==> config.mk <==
export PLATFORM = sky130hd
export DESIGN_NAME = hs_npu_requant_unit_flat
export DESIGN_NICKNAME = d
export VERILOG_FILES = /design/src/rtl/hs_npu_requant_unit_pkg.sv /design/src/rtl/hs_npu_requant_unit_if.sv /design/src/rtl/hs_npu_requant_unit_lane.sv /design/src/rtl/hs_npu_requant_unit.sv /design/src/flat_wrapper.sv
export SDC_FILE = /design/constraint.sdc
export NUM_CORES = 2
export LEC_CHECK = 0
export CORE_MARGIN = 5
export CORE_UTILIZATION = 37
export CTS_CLUSTER_SIZE = 25
export DETAILED_ROUTE_END_ITERATION = 7
export PLACE_DENSITY_LB_ADDON = 0.08
export REMOVE_ABC_BUFFERS = 1
export SYNTH_ARGS = -nofsm -noshare
export SYNTH_HDL_FRONTEND = slang
export SYNTH_SLANG_ARGS = --single-unit
==> constraint.sdc <==
create_clock -name clk -period 11.4 [get_ports clk]
set_input_delay 1.71 -clock clk [delete_from_list [all_inputs] [get_ports clk]]
set_output_delay 1.71 -clock clk [all_outputs]
set_load 0.005 [all_outputs]
==> src/rtl/hs_npu_requant_unit_pkg.sv <==
// Shared types and the requantization arithmetic for the NPU requant unit.
// The per-sample math lives here so that every lane computes it the same way.
package hs_npu_requant_unit_pkg;

    localparam int IN_WIDTH   = 32;
    localparam int OUT_WIDTH  = 16;
    localparam int SHIFT_W    = $clog2(IN_WIDTH);
    localparam int SIZE_DEF   = 8;
    localparam int DEPTH_DEF  = 4;

    typedef struct packed {
        logic [SHIFT_W-1:0] shift;
        logic               relu_en;
    } requant_cfg_t;

    // Saturation bounds held at the IN_WIDTH+1 working width.
    localparam logic signed [IN_WIDTH:0] SAT_MAX =
        {{(IN_WIDTH-OUT_WIDTH+2){1'b0}}, {(OUT_WIDTH-1){1'b1}}};
    localparam logic signed [IN_WIDTH:0] SAT_MIN =
        {{(IN_WIDTH-OUT_WIDTH+2){1'b1}}, {(OUT_WIDTH-1){1'b0}}};
    localparam logic signed [IN_WIDTH:0] RND_ONE = 1;

    // Round-half-up arithmetic shift, optional ReLU, then clamp to OUT_WIDTH.
    function automatic logic [OUT_WIDTH-1:0] sat_round_shift(
        input logic signed [IN_WIDTH-1:0] x,
        input logic        [SHIFT_W-1:0]  shift,
        input logic                       relu_en
    );
        logic signed [IN_WIDTH:0] ext;
        logic signed [IN_WIDTH:0] bias;
        logic signed [IN_WIDTH:0] r;
        logic        [OUT_WIDTH-1:0] res;
        ext  = {x[IN_WIDTH-1], x};
        bias = RND_ONE << (shift - 1'b1);
        r    = (shift == '0) ? ext : ((ext + bias) >>> shift);
        if (relu_en && r[IN_WIDTH]) begin
            r = '0;
        end
        if (r > SAT_MAX) begin
            res = SAT_MAX[OUT_WIDTH-1:0];
        end else if (r < SAT_MIN) begin
            res = SAT_MIN[OUT_WIDTH-1:0];
        end else begin
            res = r[OUT_WIDTH-1:0];
        end
        return res;
    endfunction

endpackage

==> src/rtl/hs_npu_requant_unit_if.sv <==
// Lane-sample input bus from the MM unit and row output handshake towards the FIFO.
interface hs_npu_requant_unit_if
    import hs_npu_requant_unit_pkg::*;
#(
    parameter int SIZE = SIZE_DEF
);
    logic [SIZE-1:0][IN_WIDTH-1:0]  data_i;
    logic [SIZE-1:0]                valid_i;
    logic [SIZE-1:0][OUT_WIDTH-1:0] data_o;
    logic                           valid_o;
    logic                           ready_i;

    // Producer of samples and consumer of rows, as seen from the environment.
    modport master (
        output data_i, valid_i, ready_i,
        input  data_o, valid_o
    );

    modport slave (
        input  data_i, valid_i, ready_i,
        output data_o, valid_o
    );
endinterface

==> src/rtl/hs_npu_requant_unit_lane.sv <==
// One lane's stage-1 register: requantizes a sample in the cycle it arrives.
module hs_npu_requant_unit_lane
    import hs_npu_requant_unit_pkg::*;
(
    input  logic                 clk,
    input  logic                 rst,
    input  logic                 flush,
    input  logic                 valid,
    input  logic [IN_WIDTH-1:0]  data,
    input  requant_cfg_t         cfg,
    output logic                 valid_q,
    output logic [OUT_WIDTH-1:0] data_q
);

    // NOTE: sequential state is updated with <= so every flop samples pre-edge values.
    always_ff @(posedge clk) begin
        if (rst || flush) begin
            valid_q <= 1'b0;
            data_q  <= '0;
        end else begin
            valid_q <= valid;
            if (valid) begin
                data_q <= sat_round_shift(data, cfg.shift, cfg.relu_en);
            end
        end
    end

endmodule

==> src/rtl/hs_npu_requant_unit.sv <==
// Requantizes skewed MM lane outputs and re-aligns them into whole rows
// in a DEPTH-slot buffer, emitting rows in order over valid/ready.
module hs_npu_requant_unit
    import hs_npu_requant_unit_pkg::*;
#(
    parameter int SIZE  = SIZE_DEF,
    parameter int DEPTH = DEPTH_DEF
)(
    input  logic                clk,
    input  logic                rst,
    input  logic                flush,
    input  logic [SHIFT_W-1:0]  shift_i,
    input  logic                relu_en_i,
    output logic                overflow_o,
    output logic                busy_o,
    hs_npu_requant_unit_if.slave bus
);

    localparam int PTR_W = $clog2(DEPTH);

    requant_cfg_t                             cfg;
    logic [SIZE-1:0]                          s_valid;
    logic [SIZE-1:0][OUT_WIDTH-1:0]           s_data;
    logic [DEPTH-1:0][SIZE-1:0][OUT_WIDTH-1:0] row_buf;
    logic [DEPTH-1:0][SIZE-1:0]               mask;
    logic [DEPTH-1:0][SIZE-1:0]               mask_next;
    logic [SIZE-1:0][PTR_W-1:0]               wp;
    logic [PTR_W-1:0]                         rd;
    logic [SIZE-1:0]                          wr_en;
    logic                                     ovf_set;
    logic                                     pop;

    assign cfg = '{shift: shift_i, relu_en: relu_en_i};

    for (genvar i = 0; i < SIZE; i++) begin : g_lane
        hs_npu_requant_unit_lane u_lane (
            .clk     (clk),
            .rst     (rst),
            .flush   (flush),
            .valid   (bus.valid_i[i]),
            .data    (bus.data_i[i]),
            .cfg     (cfg),
            .valid_q (s_valid[i]),
            .data_q  (s_data[i])
        );
    end

    assign bus.valid_o = &mask[rd];
    assign bus.data_o  = row_buf[rd];
    assign pop         = bus.valid_o && bus.ready_i;
    assign busy_o      = (|s_valid) || (|mask);

    // The pop clears the read slot before lane writes are checked, so a write
    // landing on the slot being popped this cycle is accepted.
    // NOTE: combinational logic uses = and assigns every output a default first, so no latch is inferred.
    always_comb begin
        mask_next = mask;
        wr_en     = '0;
        ovf_set   = 1'b0;
        if (pop) begin
            mask_next[rd] = '0;
        end
        for (int i = 0; i < SIZE; i++) begin
            if (s_valid[i]) begin
                if (!mask_next[wp[i]][i]) begin
                    wr_en[i]            = 1'b1;
                    mask_next[wp[i]][i] = 1'b1;
                end else begin
                    ovf_set = 1'b1;
                end
            end
        end
    end

    // NOTE: the row storage is cleared on rst/flush because data_o reads it directly and must be 0 after reset.
    always_ff @(posedge clk) begin
        if (rst || flush) begin
            mask       <= '0;
            wp         <= '0;
            rd         <= '0;
            row_buf    <= '0;
            overflow_o <= 1'b0;
        end else begin
            mask <= mask_next;
            if (pop) begin
                rd <= rd + 1'b1;
            end
            for (int i = 0; i < SIZE; i++) begin
                if (wr_en[i]) begin
                    row_buf[wp[i]][i] <= s_data[i];
                    wp[i]             <= wp[i] + 1'b1;
                end
            end
            if (ovf_set) begin
                overflow_o <= 1'b1;
            end
        end
    end

endmodule

==> src/flat_wrapper.sv <==
// flat-port wrapper written by rule: the top's interface ports become plain ports
module hs_npu_requant_unit_flat import hs_npu_requant_unit_pkg::*;
#(
    parameter int SIZE  = SIZE_DEF,
    parameter int DEPTH = DEPTH_DEF
)
  (clk, rst, flush, shift_i, relu_en_i, overflow_o, busy_o, bus_data_i, bus_valid_i, bus_ready_i, bus_data_o, bus_valid_o);
  hs_npu_requant_unit_if #(.SIZE(SIZE)) bus_i ();
  input  logic clk;
  input  logic rst;
  input  logic flush;
  input  logic [SHIFT_W-1:0] shift_i;
  input  logic relu_en_i;
  output logic overflow_o;
  output logic busy_o;
  input wire logic [$bits(bus_i.data_i)-1:0] bus_data_i;
  input wire logic [$bits(bus_i.valid_i)-1:0] bus_valid_i;
  input wire logic [$bits(bus_i.ready_i)-1:0] bus_ready_i;
  output wire logic [$bits(bus_i.data_o)-1:0] bus_data_o;
  output wire logic [$bits(bus_i.valid_o)-1:0] bus_valid_o;
  assign bus_i.data_i = bus_data_i;
  assign bus_i.valid_i = bus_valid_i;
  assign bus_i.ready_i = bus_ready_i;
  assign bus_data_o = bus_i.data_o;
  assign bus_valid_o = bus_i.valid_o;
  hs_npu_requant_unit #(.SIZE(SIZE), .DEPTH(DEPTH)) u_core (.clk(clk), .rst(rst), .flush(flush), .shift_i(shift_i), .relu_en_i(relu_en_i), .overflow_o(overflow_o), .busy_o(busy_o), .bus(bus_i));
endmodule
==> impl_metrics.prom <==
# TYPE chip_impl_metric gauge
chip_impl_metric{name="avgViaCountPerCell",unit=""} 6.918
chip_impl_metric{name="numClockSinks",unit=""} 699
chip_impl_metric{name="cts-buffers-inserted",unit=""} 84
chip_impl_metric{name="design.die.area",unit="sq mm"} 0.1989
chip_impl_metric{name="maxSlewHeadroom",unit=""} 0.08527
chip_impl_metric{name="yosysWarningCount",unit=""} 0
chip_impl_info{name="most_common_library_cell_in_the_layout_ignoring_fill_and_taps",value="sky130_fd_sc_hd__nand2_1"} 1
chip_impl_metric{name="seqPwrFrac",unit=""} 0.327
chip_impl_metric{name="dpl.hpwl",unit="microns"} 343700
chip_impl_metric{name="power.share.switching",unit=""} 0.3849
chip_impl_metric{name="combinationalPowerShare",unit=""} 0.318
chip_impl_metric{name="postCtsSetupRepairBufs",unit=""} 0
chip_impl_metric{name="detailroute.via_count",unit=""} 86760
chip_impl_metric{name="number_of_max_slew_violations_in_the_final_report",unit=""} 0
chip_impl_metric{name="port_bufs",unit=""} 404
chip_impl_metric{name="top_level_ports",unit=""} 405
chip_impl_metric{name="layout.core_utilization",unit=""} 0.4218
chip_impl_metric{name="grt-ovfl-total",unit=""} 0
chip_impl_info{name="failed_checks",value="design-rule violations"} 1
chip_impl_metric{name="synth_cell_type_count",unit=""} 127
chip_impl_metric{name="cap_viol_max_count",unit=""} 0
chip_impl_metric{name="finalCritPeriodShare",unit=""} 0.8158
chip_impl_metric{name="clock_tree.buffer_depth",unit=""} 3
chip_impl_metric{name="flow.area_growth_from_synthesis",unit="%"} 13.73
chip_impl_metric{name="netlist.area_leader.share",unit=""} 0.1990
chip_impl_info{name="critical_path_start_type",value="input port"} 1
chip_impl_metric{name="number_of_global_route_vias_before_repair",unit=""} 77820
chip_impl_metric{name="final.setup_skew",unit="ps"} 47.34
chip_impl_metric{name="p_per_area",unit="mW/mm^2"} 98.21
chip_impl_metric{name="number_of_placed_cells_counting_well_taps",unit=""} 12340
chip_impl_metric{name="grt_first_pass_wirelength",unit="microns"} 620700
chip_impl_metric{name="finalSetupViolCount",unit=""} 0
chip_impl_info{name="critPathCaptureType",value="register"} 1
chip_impl_metric{name="detail_route.first_pass.iterations",unit=""} 8
chip_impl_metric{name="placementRows",unit=""} 160
chip_impl_metric{name="crit_fanout",unit=""} 75
chip_impl_info{name="cp_top_family",value="simple AND/OR/NAND/NOR gates"} 1
chip_impl_info{name="critical_path.slowest_cell",value="sky130_fd_sc_hd__nor2_2"} 1
chip_impl_metric{name="routedLengthMet1",unit="microns"} 181900
chip_impl_info{name="cts_root_buffer",value="sky130_fd_sc_hd__clkbuf_16"} 1
chip_impl_metric{name="ctsResizeCount",unit=""} 0
chip_impl_metric{name="static-leakage-power",unit="nW"} 28.54
chip_impl_metric{name="total_met3_wirelength_after_detailed_routing",unit="microns"} 56920
chip_impl_metric{name="hold_viol_final",unit=""} 0
chip_impl_metric{name="path_buf_inv",unit=""} 2
chip_impl_metric{name="drive_gt1_frac",unit=""} 0.09154
chip_impl_info{name="synth_top_flop_cell",value="sky130_fd_sc_hd__dfxtp_1"} 1
chip_impl_info{name="cp_cell_sequence",value="buf_8, nand2_1, nor2_2, buf_4, ha_1, nand2_1, o21bai_1, nand2_1, a31oi_1, nand2b_1, mux2i_1, nor3_2, o221ai_1, a31oi_1, o2111ai_1, nor4bb_1, nand4_1, o41ai_4, o2111ai_1, a21oi_1"} 1
chip_impl_metric{name="fin_cells",unit=""} 12540
chip_impl_info{name="cpMostUsedCell",value="sky130_fd_sc_hd__nand2_1"} 1
chip_impl_metric{name="antenna_found_initial",unit=""} 43
chip_impl_metric{name="die_y",unit="microns"} 445.9
chip_impl_metric{name="insertion_delay",unit="ps"} 760
chip_impl_metric{name="setup_ws",unit="ps"} 2100
chip_impl_metric{name="power.internal",unit="mW"} 4.830
chip_impl_metric{name="cp_data_required_time",unit="ps"} 12040
chip_impl_metric{name="start_util",unit=""} 0.3709
chip_impl_metric{name="pin_count_of_the_biggest_net_entering_global_routing",unit=""} 175
chip_impl_metric{name="drtIter0Drc",unit=""} 14240
chip_impl_info{name="tritoncts_clock_tree",value="built"} 1
chip_impl_metric{name="netlist_instances",unit=""} 9948
chip_impl_info{name="most-common-layout-cells",value="sky130_fd_sc_hd__nand2_1 (1838), sky130_fd_sc_hd__a21oi_1 (1162), sky130_fd_sc_hd__nor2_1 (714)"} 1
chip_impl_info{name="min_path_type",value="reg2reg"} 1
chip_impl_metric{name="fp.dieW",unit="microns"} 445.9
chip_impl_metric{name="worst_ir_drop_vdd",unit="V"} 0.0001104
chip_impl_metric{name="asyncSetResetFlopFracSynth",unit=""} 0
chip_impl_metric{name="ys_seq_area_frac",unit=""} 0.1990
chip_impl_metric{name="worstMarginPinSlew",unit="ps"} 1367
chip_impl_info{name="netlist_top_cells_area",value="sky130_fd_sc_hd__dfxtp_1 (20%), sky130_fd_sc_hd__nand2_1 (9.9%), sky130_fd_sc_hd__a21oi_1 (8.3%), sky130_fd_sc_hd__mux4_2 (5.4%), sky130_fd_sc_hd__o21ai_0 (4.4%)"} 1
chip_impl_metric{name="fillers",unit=""} 19760
chip_impl_metric{name="power.clock.fraction",unit=""} 0.355
chip_impl_metric{name="cts.clk_slew.worst_paths",unit="ps"} 60
chip_impl_metric{name="finalNetCount",unit=""} 10420
chip_impl_metric{name="cts_hold_repair_buffers",unit=""} 0
chip_impl_info{name="run_status",value="complete, but fails checks"} 1
chip_impl_info{name="worst-setup-path-type",value="in2reg"} 1
chip_impl_metric{name="syn_area_per_cell",unit="sq um"} 7.068
chip_impl_info{name="grt_setup_unrepaired",value="false"} 1
chip_impl_metric{name="worstPathArrival",unit="ps"} 9940
chip_impl_metric{name="dp_slack",unit="ps"} 1914
chip_impl_metric{name="achievable_frequency",unit="GHz"} 0.1075
chip_impl_metric{name="overall_routing_resource_usage",unit=""} 0.4337
chip_impl_metric{name="post-route-drc-count",unit=""} 4
chip_impl_metric{name="ys_seq_elements",unit=""} 699
chip_impl_metric{name="synth_edf_count",unit=""} 0
chip_impl_metric{name="finalWorstPathRequiredPeriod",unit="ps"} 9300
chip_impl_metric{name="globalplace.congestion",unit=""} 1.070
chip_impl_info{name="top_layer",value="met5"} 1
chip_impl_info{name="leading_area_contributor_after_synthesis",value="sky130_fd_sc_hd__dfxtp_1"} 1
chip_impl_metric{name="route.antenna.remaining_nets",unit=""} 0
chip_impl_metric{name="clock_tree.htree_level_count",unit=""} 3
chip_impl_metric{name="fp.coreArea",unit="sq mm"} 0.1896
chip_impl_metric{name="syn_std_cell_area",unit="sq mm"} 0.07032
chip_impl_metric{name="slowest_delay",unit="ps"} 1070
chip_impl_metric{name="netSwitchingPower",unit="mW"} 3.023
chip_impl_metric{name="wl",unit="microns"} 456000
chip_impl_metric{name="wl_met2",unit="microns"} 175800
chip_impl_metric{name="route.detailed.wl_per_inst",unit="microns"} 36.36
-- logic make-up (layout without fill, tap and decap cells) --
family          count (synthesis)  in the layout  share of synthesized area
xor+xnor                      255            255                    0.03176
mux                           494            494                     0.1022
simple gates                 3736           3736                     0.2392
fa+ha+maj                     239            239                    0.04214
other cells                     0             46                          0
buf+inv                       960            997                    0.05349
compound gates               3565           3565                     0.3322
flops                         699            699                     0.1990
-- metrics by stage --
step	area [sq um]	setup TNS, ps	power, mW	hold WS, ps
floorplan	67130	-245460	3.851	433.1
global placement	76940	0	4.970	437.9
detailed placement	76940	0	4.955	443.6
CTS	79820	0	7.754	451.6
global route	79870	0	8.045	465.1
finish	79970	0	7.854	451.4
-- cells in the mapped netlist, types with 27 or more instances --
cell / number
sky130_fd_sc_hd__nand2_1: 1850
sky130_fd_sc_hd__a21oi_1: 1162
sky130_fd_sc_hd__nor2_1: 754
sky130_fd_sc_hd__dfxtp_1: 699
sky130_fd_sc_hd__clkbuf_1: 633
sky130_fd_sc_hd__o21ai_0: 614
sky130_fd_sc_hd__mux2i_1: 244
sky130_fd_sc_hd__ha_1: 228
sky130_fd_sc_hd__nand3_1: 213
sky130_fd_sc_hd__xnor2_1: 192
sky130_fd_sc_hd__a21o_1: 187
sky130_fd_sc_hd__nor3_1: 177
sky130_fd_sc_hd__mux4_2: 170
sky130_fd_sc_hd__a211oi_1: 162
sky130_fd_sc_hd__o211ai_1: 161
sky130_fd_sc_hd__inv_1: 149
sky130_fd_sc_hd__o22ai_1: 117
sky130_fd_sc_hd__a31oi_1: 116
sky130_fd_sc_hd__and2_1: 114
sky130_fd_sc_hd__nand4_1: 97
sky130_fd_sc_hd__and3_1: 95
sky130_fd_sc_hd__buf_1: 93
sky130_fd_sc_hd__mux2_2: 77
sky130_fd_sc_hd__a221oi_1: 73
sky130_fd_sc_hd__or3_1: 73
sky130_fd_sc_hd__o21a_1: 71
sky130_fd_sc_hd__nor4_1: 69
sky130_fd_sc_hd__o21bai_1: 66
sky130_fd_sc_hd__o221ai_1: 66
sky130_fd_sc_hd__xor2_1: 63
sky130_fd_sc_hd__buf_2: 62
sky130_fd_sc_hd__o31ai_1: 60
sky130_fd_sc_hd__a22oi_1: 58
sky130_fd_sc_hd__o2111ai_1: 58
sky130_fd_sc_hd__a211o_1: 49
sky130_fd_sc_hd__or2_2: 45
sky130_fd_sc_hd__nand2b_1: 42
sky130_fd_sc_hd__o32ai_1: 38
sky130_fd_sc_hd__a2111oi_0: 36
sky130_fd_sc_hd__a221o_1: 31
sky130_fd_sc_hd__nor2b_1: 31
sky130_fd_sc_hd__a311oi_1: 30
sky130_fd_sc_hd__a21boi_0: 27
-- area by class of cell --
class / instances / area [sq um] / area share
Timing Repair Buffer: 688 / 6300 / 0.07878
Clock inverter: 31 / 406.6 / 0.005085
Clock buffer: 124 / 2472 / 0.03092
Antenna cell: 46 / 115.1 / 0.001439
Inverter: 154 / 606.8 / 0.007588
Tap cell: 2511 / 3142 / 0.03929
Multi-Input combinational cell: 8289 / 52930 / 0.6618
Sequential cell: 699 / 14000 / 0.1751
-- worst register-to-register path, delay by kind of cell, from the launching register on --
kind / cells / cell delay, ps
AND/OR/NAND/NOR: 8 / 3410
flip-flops: 1 / 870
AO/OA/AOI/OAI: 3 / 750
buffers and inverters: 1 / 260
-- power by group through the flow --
stage	Clock [mW]	Combinational (mW)	Sequential [mW]
3_5_place_dp	0	2.34	2.61
3_3_place_gp	0	2.36	2.61
4_1_cts	2.84	2.35	2.56
2_1_floorplan	0	1.29	2.56
6_report	2.79	2.50	2.57
5_1_grt	2.93	2.54	2.57
-- registers in the layout, indices dropped and copies added (netlist names) --
register                      flops
u_core.g_lane.u_lane.data_q     128
u_core.overflow_o                 1
u_core.mask                      32
u_core.wp                        16
u_core.row_buf                  512
u_core.g_lane.u_lane.valid_q      8
u_core.rd                         2
-- final timing paths --
path                                           from                                 to  slack, ps  cells after the start
worst min-delay path            u_core.row_buf[331]                u_core.row_buf[331]        450                      2
worst max register to register         u_core.rd[1]                u_core.row_buf[395]       6040                     12
worst max-delay path                     shift_i[3]  u_core.g_lane[1].u_lane.data_q[5]       2100                     20
worst min register to register  u_core.row_buf[331]                u_core.row_buf[331]        450                      2
-- routing by layer --
layer,up-vias,track usage
met5,-,0
met4,28,0.3184
met3,1548,0.1379
met2,6406,0.5879
met1,41740,0.5715
li1,37040,-
Power figures use the tool's default switching activity.
